`config.mk`:
```
export PLATFORM = sky130hd
export DESIGN_NAME = msx_bus_initiator_flat
export DESIGN_NICKNAME = d
export VERILOG_FILES = /design/src/rtl/msx_bus_initiator_if.sv /design/src/rtl/msx_bus_initiator.sv /design/src/flat_wrapper.sv
export SDC_FILE = /design/constraint.sdc
export NUM_CORES = 1
export LEC_CHECK = 0
export ABC_CLOCK_PERIOD_IN_PS = 3200
export CAP_MARGIN = 15
export CORE_UTILIZATION = 52
export DETAILED_ROUTE_END_ITERATION = 10
export GPL_ROUTABILITY_DRIVEN = 1
export MAX_ROUTING_LAYER = met4
export PLACE_DENSITY = 0.94
export REMOVE_ABC_BUFFERS = 1
export SYNTH_ARGS = -nofsm -noshare
export SYNTH_HDL_FRONTEND = slang
export SYNTH_SLANG_ARGS = --single-unit
```
`constraint.sdc`:
```
create_clock -name CLK -period 3.2 [get_ports CLK]
set_clock_uncertainty 0.2 [all_clocks]
set_input_delay 0.64 -clock CLK [delete_from_list [all_inputs] [get_ports CLK]]
set_output_delay 0.64 -clock CLK [all_outputs]
set_load 0.02 [all_outputs]
```
`src/rtl/msx_bus_initiator_if.sv`:
```
// Signal bundle between a request source and the MSX slot bus cycle generator.
// master: the bus cycle generator view; slave: the requester / slot-model view.
interface msx_bus_initiator_if;
  logic        CLK_EN;
  logic        REQ_VALID;
  logic        REQ_READY;
  logic        REQ_WRITE;
  logic        REQ_IO;
  logic        REQ_M1;
  logic        REQ_SLTSL;
  logic [15:0] REQ_ADDR;
  logic [7:0]  REQ_WDATA;
  logic        RSP_VALID;
  logic [7:0]  RSP_RDATA;
  logic        RSP_ERR;
  logic [15:0] ADDR;
  logic [7:0]  DOUT;
  logic        DOUT_OE;
  logic [7:0]  DIN;
  logic        WAIT_n;
  logic        MERQ_n;
  logic        IORQ_n;
  logic        RD_n;
  logic        WR_n;
  logic        SLTSL_n;
  logic        CS1_n;
  logic        CS2_n;
  logic        CS12_n;
  logic        M1_n;
  logic        RFSH_n;

  modport master (
    input  CLK_EN, REQ_VALID, REQ_WRITE, REQ_IO, REQ_M1, REQ_SLTSL, REQ_ADDR, REQ_WDATA,
           DIN, WAIT_n,
    output REQ_READY, RSP_VALID, RSP_RDATA, RSP_ERR, ADDR, DOUT, DOUT_OE,
           MERQ_n, IORQ_n, RD_n, WR_n, SLTSL_n, CS1_n, CS2_n, CS12_n, M1_n, RFSH_n
  );

  modport slave (
    output CLK_EN, REQ_VALID, REQ_WRITE, REQ_IO, REQ_M1, REQ_SLTSL, REQ_ADDR, REQ_WDATA,
           DIN, WAIT_n,
    input  REQ_READY, RSP_VALID, RSP_RDATA, RSP_ERR, ADDR, DOUT, DOUT_OE,
           MERQ_n, IORQ_n, RD_n, WR_n, SLTSL_n, CS1_n, CS2_n, CS12_n, M1_n, RFSH_n
  );
endinterface

```
`src/rtl/msx_bus_initiator.sv`:
```
// Host-side MSX slot bus cycle generator: one request becomes a Z80-style T-state
// sequenced memory/IO cycle; all bus outputs are registered from the next state.
module msx_bus_initiator #(
  parameter int IO_AUTO_WAIT  = 1,
  parameter int M1_EXTRA_WAIT = 1,
  parameter int WAIT_TIMEOUT  = 255
) (
  input  logic                CLK,
  input  logic                RESET_n,
  msx_bus_initiator_if.master bus
);
  typedef enum logic [2:0] {IDLE, ARM, T1, T2, TW, T3, DONE} state_t;

  localparam logic [7:0] IO_FORCED = 8'(IO_AUTO_WAIT);
  localparam logic [7:0] M1_FORCED = 8'(M1_EXTRA_WAIT);
  localparam logic [7:0] TMO_LIMIT = 8'(WAIT_TIMEOUT);

  state_t      state_reg, state_next;
  logic        write_reg, io_reg, m1_reg, sltsl_reg;
  logic [15:0] addr_reg;
  logic [7:0]  dout_reg, rdata_reg;
  logic [7:0]  forced_reg, forced_next;
  logic [7:0]  wait_cnt_reg, wait_cnt_next;
  logic [7:0]  forced_load, wait_cnt_inc;
  logic        timeout;
  logic        err_reg, err_next;
  logic        ready_reg, ready_next;
  logic        rsp_valid_reg, rsp_valid_next;
  logic        oe_reg, oe_next;
  logic        mreq_n_reg, mreq_n_next, iorq_n_reg, iorq_n_next;
  logic        rd_n_reg, rd_n_next, wr_n_reg, wr_n_next;
  logic        sltsl_n_reg, sltsl_n_next, m1_n_reg, m1_n_next;
  logic        cs1_n_reg, cs1_n_next, cs2_n_reg, cs2_n_next, cs12_n_reg, cs12_n_next;
  logic        bus_phase, mem_rd;

  assign forced_load  = io_reg ? IO_FORCED : (m1_reg ? M1_FORCED : 8'd0);
  assign wait_cnt_inc = (wait_cnt_reg == 8'hFF) ? 8'hFF : wait_cnt_reg + 8'd1;
  assign mem_rd       = !io_reg && !write_reg;

  always_ff @(posedge CLK or negedge RESET_n) begin
    if (!RESET_n) begin
      state_reg     <= IDLE;
      write_reg     <= 1'b0;
      io_reg        <= 1'b0;
      m1_reg        <= 1'b0;
      sltsl_reg     <= 1'b0;
      addr_reg      <= 16'h0000;
      dout_reg      <= 8'h00;
      rdata_reg     <= 8'h00;
      forced_reg    <= 8'd0;
      wait_cnt_reg  <= 8'd0;
      err_reg       <= 1'b0;
      ready_reg     <= 1'b1;
      rsp_valid_reg <= 1'b0;
      oe_reg        <= 1'b0;
      mreq_n_reg    <= 1'b1;
      iorq_n_reg    <= 1'b1;
      rd_n_reg      <= 1'b1;
      wr_n_reg      <= 1'b1;
      sltsl_n_reg   <= 1'b1;
      m1_n_reg      <= 1'b1;
      cs1_n_reg     <= 1'b1;
      cs2_n_reg     <= 1'b1;
      cs12_n_reg    <= 1'b1;
    end else begin
      state_reg     <= state_next;
      forced_reg    <= forced_next;
      wait_cnt_reg  <= wait_cnt_next;
      err_reg       <= err_next;
      ready_reg     <= ready_next;
      rsp_valid_reg <= rsp_valid_next;
      oe_reg        <= oe_next;
      mreq_n_reg    <= mreq_n_next;
      iorq_n_reg    <= iorq_n_next;
      rd_n_reg      <= rd_n_next;
      wr_n_reg      <= wr_n_next;
      sltsl_n_reg   <= sltsl_n_next;
      m1_n_reg      <= m1_n_next;
      cs1_n_reg     <= cs1_n_next;
      cs2_n_reg     <= cs2_n_next;
      cs12_n_reg    <= cs12_n_next;
      if (state_reg == IDLE && bus.REQ_VALID) begin
        write_reg <= bus.REQ_WRITE;
        io_reg    <= bus.REQ_IO;
        // Opcode fetch only has meaning for memory reads.
        m1_reg    <= bus.REQ_M1 && !bus.REQ_WRITE && !bus.REQ_IO;
        sltsl_reg <= bus.REQ_SLTSL;
        addr_reg  <= bus.REQ_ADDR;
        if (bus.REQ_WRITE) dout_reg <= bus.REQ_WDATA;
      end
      if (state_reg == T3 && bus.CLK_EN && !write_reg) rdata_reg <= bus.DIN;
    end
  end

  always_comb begin
    state_next    = state_reg;
    forced_next   = forced_reg;
    wait_cnt_next = wait_cnt_reg;
    timeout       = 1'b0;
    case (state_reg)
      IDLE: if (bus.REQ_VALID) state_next = ARM;
      ARM:  if (bus.CLK_EN) state_next = T1;
      T1:   if (bus.CLK_EN) state_next = T2;
      T2: if (bus.CLK_EN) begin
        forced_next   = forced_load;
        wait_cnt_next = 8'd0;
        state_next    = (forced_load != 8'd0 || !bus.WAIT_n) ? TW : T3;
      end
      TW: if (bus.CLK_EN) begin
        // The CLK_EN that consumes the last forced wait also samples WAIT_n.
        if (forced_reg > 8'd1) begin
          forced_next = forced_reg - 8'd1;
        end else begin
          forced_next = 8'd0;
          if (bus.WAIT_n) begin
            state_next = T3;
          end else begin
            wait_cnt_next = wait_cnt_inc;
            if (wait_cnt_inc >= TMO_LIMIT) begin
              timeout    = 1'b1;
              state_next = DONE;
            end
          end
        end
      end
      T3:   if (bus.CLK_EN) state_next = DONE;
      DONE: state_next = IDLE;
      default: state_next = IDLE;
    endcase
  end

  always_comb begin
    bus_phase      = (state_next == T2) || (state_next == TW) || (state_next == T3);
    ready_next     = (state_next == IDLE);
    rsp_valid_next = (state_next == DONE);
    err_next       = (state_next == DONE) ? timeout : err_reg;
    mreq_n_next    = !(bus_phase && !io_reg);
    iorq_n_next    = !(bus_phase && io_reg);
    rd_n_next      = !(bus_phase && !write_reg);
    wr_n_next      = !(bus_phase && write_reg);
    sltsl_n_next   = !(bus_phase && !io_reg && sltsl_reg);
    cs1_n_next     = !(bus_phase && mem_rd && addr_reg[15:14] == 2'b01);
    cs2_n_next     = !(bus_phase && mem_rd && addr_reg[15:14] == 2'b10);
    cs12_n_next    = !(bus_phase && mem_rd && addr_reg[15:14] inside {2'b01, 2'b10});
    m1_n_next      = !(m1_reg && (state_next == T1 || state_next == T2));
    oe_next        = write_reg && (bus_phase || state_next == T1);
  end

  assign bus.REQ_READY = ready_reg;
  assign bus.RSP_VALID = rsp_valid_reg;
  assign bus.RSP_RDATA = rdata_reg;
  assign bus.RSP_ERR   = err_reg;
  assign bus.ADDR      = addr_reg;
  assign bus.DOUT      = dout_reg;
  assign bus.DOUT_OE   = oe_reg;
  assign bus.MERQ_n    = mreq_n_reg;
  assign bus.IORQ_n    = iorq_n_reg;
  assign bus.RD_n      = rd_n_reg;
  assign bus.WR_n      = wr_n_reg;
  assign bus.SLTSL_n   = sltsl_n_reg;
  assign bus.CS1_n     = cs1_n_reg;
  assign bus.CS2_n     = cs2_n_reg;
  assign bus.CS12_n    = cs12_n_reg;
  assign bus.M1_n      = m1_n_reg;
  assign bus.RFSH_n    = 1'b1;
endmodule

```
`src/flat_wrapper.sv`:
```
// flat-port wrapper written by rule: the top's interface ports become plain ports
module msx_bus_initiator_flat 
#(
  parameter int IO_AUTO_WAIT  = 1,
  parameter int M1_EXTRA_WAIT = 1,
  parameter int WAIT_TIMEOUT  = 255
)
  (CLK, RESET_n, bus_CLK_EN, bus_REQ_VALID, bus_REQ_WRITE, bus_REQ_IO, bus_REQ_M1, bus_REQ_SLTSL, bus_REQ_ADDR, bus_REQ_WDATA, bus_DIN, bus_WAIT_n, bus_REQ_READY, bus_RSP_VALID, bus_RSP_RDATA, bus_RSP_ERR, bus_ADDR, bus_DOUT, bus_DOUT_OE, bus_MERQ_n, bus_IORQ_n, bus_RD_n, bus_WR_n, bus_SLTSL_n, bus_CS1_n, bus_CS2_n, bus_CS12_n, bus_M1_n, bus_RFSH_n);
  msx_bus_initiator_if bus_i ();
  input  logic CLK;
  input  logic RESET_n;
  input wire logic [$bits(bus_i.CLK_EN)-1:0] bus_CLK_EN;
  input wire logic [$bits(bus_i.REQ_VALID)-1:0] bus_REQ_VALID;
  input wire logic [$bits(bus_i.REQ_WRITE)-1:0] bus_REQ_WRITE;
  input wire logic [$bits(bus_i.REQ_IO)-1:0] bus_REQ_IO;
  input wire logic [$bits(bus_i.REQ_M1)-1:0] bus_REQ_M1;
  input wire logic [$bits(bus_i.REQ_SLTSL)-1:0] bus_REQ_SLTSL;
  input wire logic [$bits(bus_i.REQ_ADDR)-1:0] bus_REQ_ADDR;
  input wire logic [$bits(bus_i.REQ_WDATA)-1:0] bus_REQ_WDATA;
  input wire logic [$bits(bus_i.DIN)-1:0] bus_DIN;
  input wire logic [$bits(bus_i.WAIT_n)-1:0] bus_WAIT_n;
  output wire logic [$bits(bus_i.REQ_READY)-1:0] bus_REQ_READY;
  output wire logic [$bits(bus_i.RSP_VALID)-1:0] bus_RSP_VALID;
  output wire logic [$bits(bus_i.RSP_RDATA)-1:0] bus_RSP_RDATA;
  output wire logic [$bits(bus_i.RSP_ERR)-1:0] bus_RSP_ERR;
  output wire logic [$bits(bus_i.ADDR)-1:0] bus_ADDR;
  output wire logic [$bits(bus_i.DOUT)-1:0] bus_DOUT;
  output wire logic [$bits(bus_i.DOUT_OE)-1:0] bus_DOUT_OE;
  output wire logic [$bits(bus_i.MERQ_n)-1:0] bus_MERQ_n;
  output wire logic [$bits(bus_i.IORQ_n)-1:0] bus_IORQ_n;
  output wire logic [$bits(bus_i.RD_n)-1:0] bus_RD_n;
  output wire logic [$bits(bus_i.WR_n)-1:0] bus_WR_n;
  output wire logic [$bits(bus_i.SLTSL_n)-1:0] bus_SLTSL_n;
  output wire logic [$bits(bus_i.CS1_n)-1:0] bus_CS1_n;
  output wire logic [$bits(bus_i.CS2_n)-1:0] bus_CS2_n;
  output wire logic [$bits(bus_i.CS12_n)-1:0] bus_CS12_n;
  output wire logic [$bits(bus_i.M1_n)-1:0] bus_M1_n;
  output wire logic [$bits(bus_i.RFSH_n)-1:0] bus_RFSH_n;
  assign bus_i.CLK_EN = bus_CLK_EN;
  assign bus_i.REQ_VALID = bus_REQ_VALID;
  assign bus_i.REQ_WRITE = bus_REQ_WRITE;
  assign bus_i.REQ_IO = bus_REQ_IO;
  assign bus_i.REQ_M1 = bus_REQ_M1;
  assign bus_i.REQ_SLTSL = bus_REQ_SLTSL;
  assign bus_i.REQ_ADDR = bus_REQ_ADDR;
  assign bus_i.REQ_WDATA = bus_REQ_WDATA;
  assign bus_i.DIN = bus_DIN;
  assign bus_i.WAIT_n = bus_WAIT_n;
  assign bus_REQ_READY = bus_i.REQ_READY;
  assign bus_RSP_VALID = bus_i.RSP_VALID;
  assign bus_RSP_RDATA = bus_i.RSP_RDATA;
  assign bus_RSP_ERR = bus_i.RSP_ERR;
  assign bus_ADDR = bus_i.ADDR;
  assign bus_DOUT = bus_i.DOUT;
  assign bus_DOUT_OE = bus_i.DOUT_OE;
  assign bus_MERQ_n = bus_i.MERQ_n;
  assign bus_IORQ_n = bus_i.IORQ_n;
  assign bus_RD_n = bus_i.RD_n;
  assign bus_WR_n = bus_i.WR_n;
  assign bus_SLTSL_n = bus_i.SLTSL_n;
  assign bus_CS1_n = bus_i.CS1_n;
  assign bus_CS2_n = bus_i.CS2_n;
  assign bus_CS12_n = bus_i.CS12_n;
  assign bus_M1_n = bus_i.M1_n;
  assign bus_RFSH_n = bus_i.RFSH_n;
  msx_bus_initiator #(.IO_AUTO_WAIT(IO_AUTO_WAIT), .M1_EXTRA_WAIT(M1_EXTRA_WAIT), .WAIT_TIMEOUT(WAIT_TIMEOUT)) u_core (.CLK(CLK), .RESET_n(RESET_n), .bus(bus_i));
endmodule
```
==> results.md, run 1 <==
* Drt total wl at between 7000 and 8000 µm
* Worst path required time at around 3200 ps
* Synth Warn # at 0
* Cell Area, Synth at between 0.003 and 0.004 mm²
* Avg Synthesized Cell Area at approximately 11 µm²
* Routability Congestion at 0.884
* Die height at just over 80 µm
* # rows at 28
* Clock transition at path regs at roughly 70 ps
* Status: completed
* Initial Util at a little over half
* Max Cap Viol at 0
* Max Fanout on Critical Path at 13
* Cell taking the most area after synthesis: dfrtp_1
* Most frequent cells in the layout: 84 x clkdlybuf4s50_1, 58 x dfrtp_1, 33 x mux2_2, 22 x nor2_1, 22 x o21ai_0
* Drt initial violations at around 150
* Fin crit period at 2760 ps
* Remaining antenna violation count after routing at 0
* WL per Instance at approximately 17 µm
* IO buf count at 85
* Core Region at around 0.006 mm²
* Final Max Tran Viols at 0
* Number of inserted diodes at 0
* Sw power at 1.62 mW
* Die area at 0.00658 mm²
* Initial antenna violation count at 0
* CTS tree: built
* Layout area overhead at 33.9%
* Slew @ Worst Pin at about 1100 ps
* Final hold vios at 0
* Gates resized, CTS repair at 0
* Setup Fix Bufs, Post-CTS at 0
* Final cycle utilization of the critical path at between 80 and 90%
* Post-route DRC at 0
* Commonest non-fill, non-tap cell in the layout: clkdlybuf4s50_1
* # clock sinks at 68
* Critical Path Start Type: register
* Power density cells at a little under 1000 mW/mm²
* Skew-Pair Late Insertion Delay at 340 ps
* RSZ-0062 raised after global routing: no
* Ys flop type: dfrtp_1
* Setup TNS at 0 ps
* Peak Freq at between 300 and 400 MHz
* First-pass GRT wire length at 12,600 µm
* Seq pwr share at a little over a third
* Number of global-route vias before repair at between 2,000 and 3,000
* Sequential fraction of the synthesis area at between 50% and 60%
* Total Power at between 4 and 5 mW
* R2R setup slack at 440 ps
* Peak supply drop at between 0.6 and 0.7 mV
* Synthesized flop and latch total at between 60 and 70
* Largest net degree at the start of global routing at a little under 70
* CTS Root Cell: clkbuf_8
* Share of cells above drive strength 1 at ~20%
* Ports at 87
* CTS buffer count at 9
* Max FFs per register at 16
* Grt ovf at 0
* HPWL after detailed placement at approximately 5100 µm
* Slew margin rel. at 27.3%
* FILL cells at approximately 400
* Leakage at 1.80 nW
* Nets@finish at approximately 430
* Post-synth EDFFs at 0
* Cell count after synthesis at approximately 290
* Die width at approximately 80 µm
* Total Routing Usage GR at a little over a quarter
* Asr flop ratio synth at 100%
* Yosys cell types at between 50 and 60
* Top cell type's share of synthesized area at 44.6%
* Int Pwr at roughly 2.6 mW
* # hold bufs at CTS at 0
* Hold WC Path Type: input port to async pin
* CP Class: register to register
* Vias per std cell at between 5 and 6
* Top cells by area, synth: dfrtp_1 45%, mux2_2 11%, dfstp_2 8.1%, o21ai_0 3.4%, nor2_1 2.5%
* Switching Fraction at between 30% and 40%
* Clock Path Buffers at 2
* Crit end category: register
* DR pass1 iterations at 4
* Clock power share at a little under a fifth
* Logic pwr share at between 40 and 50%
* Final setup viols at 0
* DR vias at about 2,600
* H-tree depth at 3
* Crit path DAT at ~2700 ps
## through the flow
step	instance area [µm²]	util, %	setup slack, ps	hold slack [ps]	cells
floorplan	3160	-	22.9	144	278
global placement	4140	69.2	408	283	443
detailed placement	4140	69.2	360	293	443
CTS	4360	72.8	404	310	459
global route	4360	72.8	306	327	459
finish	4360	72.8	441	276	459
## per-layer routing
layer / part of all wire [%] / global-route usage, % / up-vias
met5: 0 / - / -
met4: 1.7 / 10.9 / 0
met3: 5.2 / 4.94 / 14
met2: 51 / 44.5 / 96
met1: 42 / 32.2 / 1290
li1: - / - / 1225
## worst max-delay path, stage by stage, from the launching register on
cell and delay (ps):
dfrtp_1 430, or4_1 570, o41ai_2 940, a21oi_1 60, o21ai_0 260, o41ai_1 140
## cells in the mapped netlist, types with 2 or more instances
cell      number
nand4_1        2
nor4_1         4
nor4b_1        2
nand3_1        6
o31ai_1        2
clkbuf_1       6
o21ai_1        2
o211ai_1       2
mux2_2        33
nor3b_1        3
a41oi_1        2
a21oi_1       14
buf_4          3
and4_1         2
ha_1           5
o41ai_1        3
nand2_1       19
mux2i_1        7
dfstp_2       10
buf_6          3
buf_2          2
nor2b_1        3
nor2_1        22
a31oi_1        3
dfrtp_1       58
or3_1          2
o21ai_0       22
inv_1         10
nor3_1        11
nand2b_1       4
## path summary, 6_finish.rpt
check | startpoint | end | cells past startpoint
max | u_core.forced_reg[4] | u_core.forced_reg[7] | 5
max in group asynchronous | RESET_n | u_core.write_reg | 2
min | RESET_n | u_core.bus.DOUT[0] | 2
min in group CLK | u_core.bus.ADDR[9] | u_core.bus.ADDR[9] | 1
max reg2reg | u_core.forced_reg[4] | u_core.forced_reg[7] | 5
min reg2reg | u_core.bus.ADDR[9] | u_core.bus.ADDR[9] | 1
## final cells by class
cell class,instances,area [µm²],share of cell area (%)
sequential,68,1710,39.3
multi-input combinational,199,1410,32.4
timing repair buffer,90,883,20.3
clock buffer,10,128,2.93
tap,75,93.8,2.15
clock inverter,6,88.8,2.04
inverter,11,41.3,0.947
## cell families after synthesis
logic type	share of synthesized area [%]
buffers and inverters	4.27
and+or+nand+nor	15.2
other	0.115
muxes	13.6
DFF	52.7
adders and majority gates	1.92
AOI/OAI and AO/OA	12.3
## power by group through the flow
stage                     clock (mW)  combinational (mW)  sequential (mW)
after global placement             0                1.82             1.50
after floorplan                    0               0.818             1.77
final                          0.778                1.90             1.53
after global routing           0.816                2.04             1.58
after CTS                      0.786                1.91             1.53
after detailed placement           0                1.87             1.53
No activity file was read; power rests on OpenSTA's default activity.
==> run 2, diff against run 1 <==
- CAP_MARGIN: 15 -> 20
- CORE_MARGIN: default -> 8
==> run 2 against run 1 <==
Total power down 3.7%. Combinational power about the same. Worst hold slack worse by 160 ps. Critical path type unchanged. Critical endpoint is now u_core.bus.REQ_READY. Highest routed layer unchanged.
==> results.md, run 2 (same netlist as run 1, synthesis figures left out) <==
* Clock power share at 15.1%
* Sw power at between 1.5 and 2 mW
* IO buf count at between 80 and 90
* Worst R2R Path Depth at 7
* Seq pwr share at 37.5%
* FILL cells at 445
* Ports at 87
* Clock Path Buffers at 2
* Register area at around 0.0017 mm²
* Peak Freq at around 370 MHz
* First-pass GRT wire length at between 10,000 and 15,000 µm
* Final Util at around 70%
* Final setup viols at 0
* Number of global-route vias before repair at around 2,800
* Drt initial violations at approximately 130
* Remaining antenna violation count after routing at 0
* Max Cap Viol at 0
* Slew margin rel. at 50.3%
* Initial antenna violation count at 0
* Switching Fraction at between 30% and 40%
* Setup TNS at 0 ps
* # rows at 29
* Power density cells at 936 mW/mm²
* # clock sinks at slightly below 70
* Worst path required time at approximately 3300 ps
* Setup Fix Bufs, Post-CTS at 0
* Final setup margin at ~480 ps
* Routability Congestion at approximately 0.9
* Logic pwr share at 47.4%
* Commonest non-fill, non-tap cell in the layout: clkdlybuf4s50_1
* Placed Cells at between 400 and 500
* Critical Path Start Type: register
* Footprint of the multi-input gates at approximately 0.0014 mm²
* Nets@finish at ~430
* Non-Filler Instances at approximately 460
* Grt ovf at 0
* Slew @ Worst Pin at 739 ps
* Die height at between 90 and 100 µm
* Total Power at a little over 4 mW
* Post-layout instance area at roughly 0.0043 mm²
* Initial Util at between 50% and 60%
* Int Pwr at around 2.4 mW
* H-tree depth at 3
* Fin Hold WS at between 100 and 150 ps
* CTS tree: built
* Die area at roughly 0.0090 mm²
* DP Area at roughly 0.0042 mm²
* Layout area overhead at 32.9%
* Core Region at 0.00620 mm²
* Leakage at around 1.8 nW
* Vias per std cell at ~5.8
* Most frequent cells in the layout: 84 x clkdlybuf4s50_1, 58 x dfrtp_1, 33 x mux2_2, 22 x nor2_1, 22 x o21ai_0
* Drt total wl at between 7000 and 8000 µm
* Final hold vios at 0
* Status: completed
* CTS Root Cell: clkbuf_8
* CP Class: register to register
* Max Fanout on Critical Path at 9
* CTS buffer count at 9
* WL per Instance at approximately 17 µm
* RSZ-0062 raised after global routing: no
* Largest net degree at the start of global routing at between 40 and 50
* Hold WC Path Type: input port to async pin
* DR vias at between 2,000 and 3,000
* Final Max Tran Viols at 0
* Peak supply drop at ~0.6 mV
* Gates resized, CTS repair at 0
* Final cycle utilization of the critical path at a little under nine tenths
* Skew-Pair Late Insertion Delay at 340 ps
* Total Routing Usage GR at between 10% and 20%
* DR pass1 iterations at 4
* Crit path DAT at between 2000 and 3000 ps
* Crit end category: register
* Die width at around 95 µm
* # hold bufs at CTS at 0
* Fin crit period at ~2700 ps
* Clock transition at path regs at around 80 ps
* Post-route DRC at 0
* Max FFs per register at 16
* Number of inserted diodes at 0
* Share of cells above drive strength 1 at between 15 and 20%
* Worst slack at placement at 302 ps
* HPWL after detailed placement at 5870 µm
==> run 2: cell types whose count changed in the layout (fill, tap and decap cells not counted), sizes merged <==
cell | before | now
bufinv | 2 | 0
clkbuf | 10 | 13
clkinv | 2 | 3
clkinvlp | 2 | 0
buf | 6 | 7
==> run 2: final cells by class <==
class / count / area share (%)
flip-flops and latches: 68 / 39.6
repair buffers: 91 / 20.8
inverters: 11 / 0.954
clock buffers: 13 / 3.44
well taps: 77 / 2.23
clock inverters: 3 / 0.347
multi-input cells: 199 / 32.6
==> run 2: path summary, 6_finish.rpt <==
| kind | from | endpoint | slack, ps |
|---|---|---|---|
| min | RESET_n | u_core.bus.RSP_RDATA[0] | 120 |
| max reg2reg | u_core.wait_cnt_reg[0] | u_core.bus.REQ_READY | 480 |
| max | u_core.wait_cnt_reg[0] | u_core.bus.REQ_READY | 480 |
| min reg2reg | u_core.bus.RSP_ERR | u_core.bus.RSP_ERR | 300 |
| max in group asynchronous | RESET_n | u_core.bus.CS2_n | 1980 |
| min in group CLK | u_core.bus.RSP_ERR | u_core.bus.RSP_ERR | 300 |
==> run 2: worst max-delay path, cell delays in order, from the launching register on <==
cell and delay (ps):
dfrtp_1 450, ha_1 330, nand3_1 240, nor2_1 80, nor3_1 470, o31a_1 570
inv_2 100, nor3_1 200
==> run 2: per-layer routing <==
metal	up-vias	track usage [%]	wire [µm]
li1	1230	-	-
met1	1334	23.1	3450
met2	106	29.9	3890
met3	4	5.75	563
met4	0	6.24	48
met5	-	-	0
==> run 2: power groups by stage <==
stage / registers, mW / clock network (mW) / logic (mW)
floorplan: 1.77 / 0 / 0.818
global placement: 1.51 / 0 / 1.84
detailed placement: 1.53 / 0 / 1.91
CTS: 1.52 / 0.627 / 1.93
global route: 1.57 / 0.665 / 2.07
finish: 1.52 / 0.612 / 1.92
==> run 3, diff against run 2 <==
- MAX_ROUTING_LAYER: met4 -> default
==> run 3 against run 2 <==
Via count shrank 0.49%. Non-clock buffer count is the same. First-iteration DRC count shrank 8.8%. Final cell count is the same. Critical path depth shrank 1. Combinational power is essentially flat. Worst hold slack lost 6.6 ps. Cell area is the same. Clock power is essentially flat. Routed wire length grew 0.23%. Largest power group unchanged.
==> results.md, run 3 (same netlist as run 1, synthesis figures left out) <==
* Status: completed
* Initial Util at approximately 52%
* Family with the most delay on the worst path: simple AND/OR/NAND/NOR gates
* HPWL after detailed placement at around 5900 µm
* CP Class: register to register
* Max FFs per register at 16
* Peak supply drop at roughly 0.60 mV
* DR vias at 2,661
* Number of global-route vias before repair at between 2,000 and 3,000
* Share of cells above drive strength 1 at around a fifth
* Fin crit period at roughly 2700 ps
* Hold WC Path Type: input port to async pin
* Final cycle utilization of the critical path at between 80% and 90%
* Gates resized, CTS repair at 0
* CP Cell Sequence: ha_1 > nand3_1 > nor2_1 > nor3_1 > o31a_1 > mux2i_1
* Layout area overhead at 32.9%
* CTS buffer count at 9
* Clock Path Buffers at 2
* IO buf count at 85
* WL per Instance at 17.2 µm
* Post-route DRC at 0
* Die height at around 95 µm
* Number of inserted diodes at 0
* Largest net degree at the start of global routing at between 40 and 50
* Crit end category: register
* Critical Path Start Type: register
* Register area at 0.00171 mm²
* Core Region at between 0.006 and 0.007 mm²
* Grt ovf at 0
* Nets@finish at about 430
* CTS tree: built
* Remaining antenna violation count after routing at 0
* Footprint of the multi-input gates at around 0.0014 mm²
* Max Fanout on Critical Path at 9
* # clock sinks at 68
* Worst R2R End: u_core.bus.SLTSL_n
* R2R setup slack at between 500 and 600 ps
* Slew margin rel. at 48.4%
* Vias per std cell at between 5 and 6
* Sw power at roughly 1.6 mW
* Clock transition at path regs at about 70 ps
* Die width at roughly 95 µm
* Commonest non-fill, non-tap cell in the layout: clkdlybuf4s50_1
* Total Power at around 4.1 mW
* Drt initial violations at 114
* Max Cap Viol at 0
* Seq pwr share at a little under two fifths
* Int Pwr at around 2.4 mW
* Power density cells at 937 mW/mm²
* Final hold vios at 0
* Slew @ Worst Pin at 767 ps
* Clock power share at between 10% and 20%
* FILL cells at about 450
* Final Max Tran Viols at 0
* Ports at 87
* DR pass1 iterations at 5
* RSZ-0062 raised after global routing: no
* Routability Congestion at roughly 0.86
* Setup TNS at 0 ps
* R2R Path Start: u_core.wait_cnt_reg[0]
* Skew-Pair Late Insertion Delay at around 340 ps
* Most frequent cells in the layout: 84 x clkdlybuf4s50_1, 58 x dfrtp_1, 33 x mux2_2, 22 x nor2_1, 22 x o21ai_0
* CP max stage delay at between 500 and 600 ps
* Die area at 0.00905 mm²
* Peak Freq at approximately 370 MHz
* Drt total wl at around 8000 µm
* # hold bufs at CTS at 0
* # rows at 29
* Switching Fraction at between 30% and 40%
* CP max stage cell: o31a_1
* CP bufs+invs at 0
* Initial antenna violation count at 0
* Setup Fix Bufs, Post-CTS at 0
* Logic pwr share at between 40% and 50%
* Leakage at approximately 1.8 nW
* Final setup viols at 0
* H-tree depth at 3
* Worst path required time at approximately 3300 ps
* First-pass GRT wire length at 13,100 µm
* Total Routing Usage GR at between 10% and 20%
* Crit path DAT at between 2000 and 3000 ps
* CTS Root Cell: clkbuf_8
* Worst R2R Path Depth at 6
==> run 3: cell counts in the layout (fill, tap and decap cells not counted) <==
Identical to the previous run, type by type.
==> run 3: how the worst max path moves through the flow <==
| stage | start | end | cells after the start |
|---|---|---|---|
| after global routing | u_core.wait_cnt_reg[0] | u_core.bus.REQ_READY | 7 |
| after CTS | u_core.forced_reg[4] | u_core.forced_reg[3] | 5 |
| after global placement | bus_CLK_EN | u_core.bus.WR_n | 6 |
| after floorplan | bus_REQ_VALID | u_core.bus.DOUT[0] | 3 |
| final | u_core.wait_cnt_reg[0] | u_core.bus.SLTSL_n | 6 |
| after detailed placement | bus_CLK_EN | u_core.bus.WR_n | 6 |
==> run 3: power groups by stage <==
stage / sequential [mW] / combinational [mW] / clock [mW]
finish: 1.52 / 1.92 / 0.615
global route: 1.57 / 2.07 / 0.664
CTS: 1.52 / 1.93 / 0.627
detailed placement: 1.53 / 1.91 / 0
global placement: 1.51 / 1.84 / 0
floorplan: 1.77 / 0.818 / 0
==> run 3: per-layer routing <==
| metal | track usage [%] | up-vias | wire length, µm |
|---|---|---|---|
| met2 | 29.9 | 97 | 3900 |
| met4 | 6.24 | 0 | 91 |
| li1 | - | 1229 | - |
| met3 | 8.03 | 9 | 723 |
| met5 | 0 | - | 0 |
| met1 | 21.6 | 1326 | 3260 |
==> run 3: metrics by stage <==
stage	area (µm²)	hold slack (ps)	util, %	std cells	setup slack (ps)
detailed placement	4160	285	67.0	445	302
global placement	4160	282	67.0	445	417
CTS	4320	127	69.7	461	481
floorplan	3160	144	-	278	22.9
global route	4330	159	69.8	462	284
finish	4330	112	69.8	462	502
==> run 3: final cells by class <==
type                       count  area share, %
sequential                    68           39.6
multi-input combinational    199           32.6
timing repair buffer          91           20.8
clock buffer                  13           3.44
tap                           77           2.23
inverter                      11          0.954
clock inverter                 3          0.347
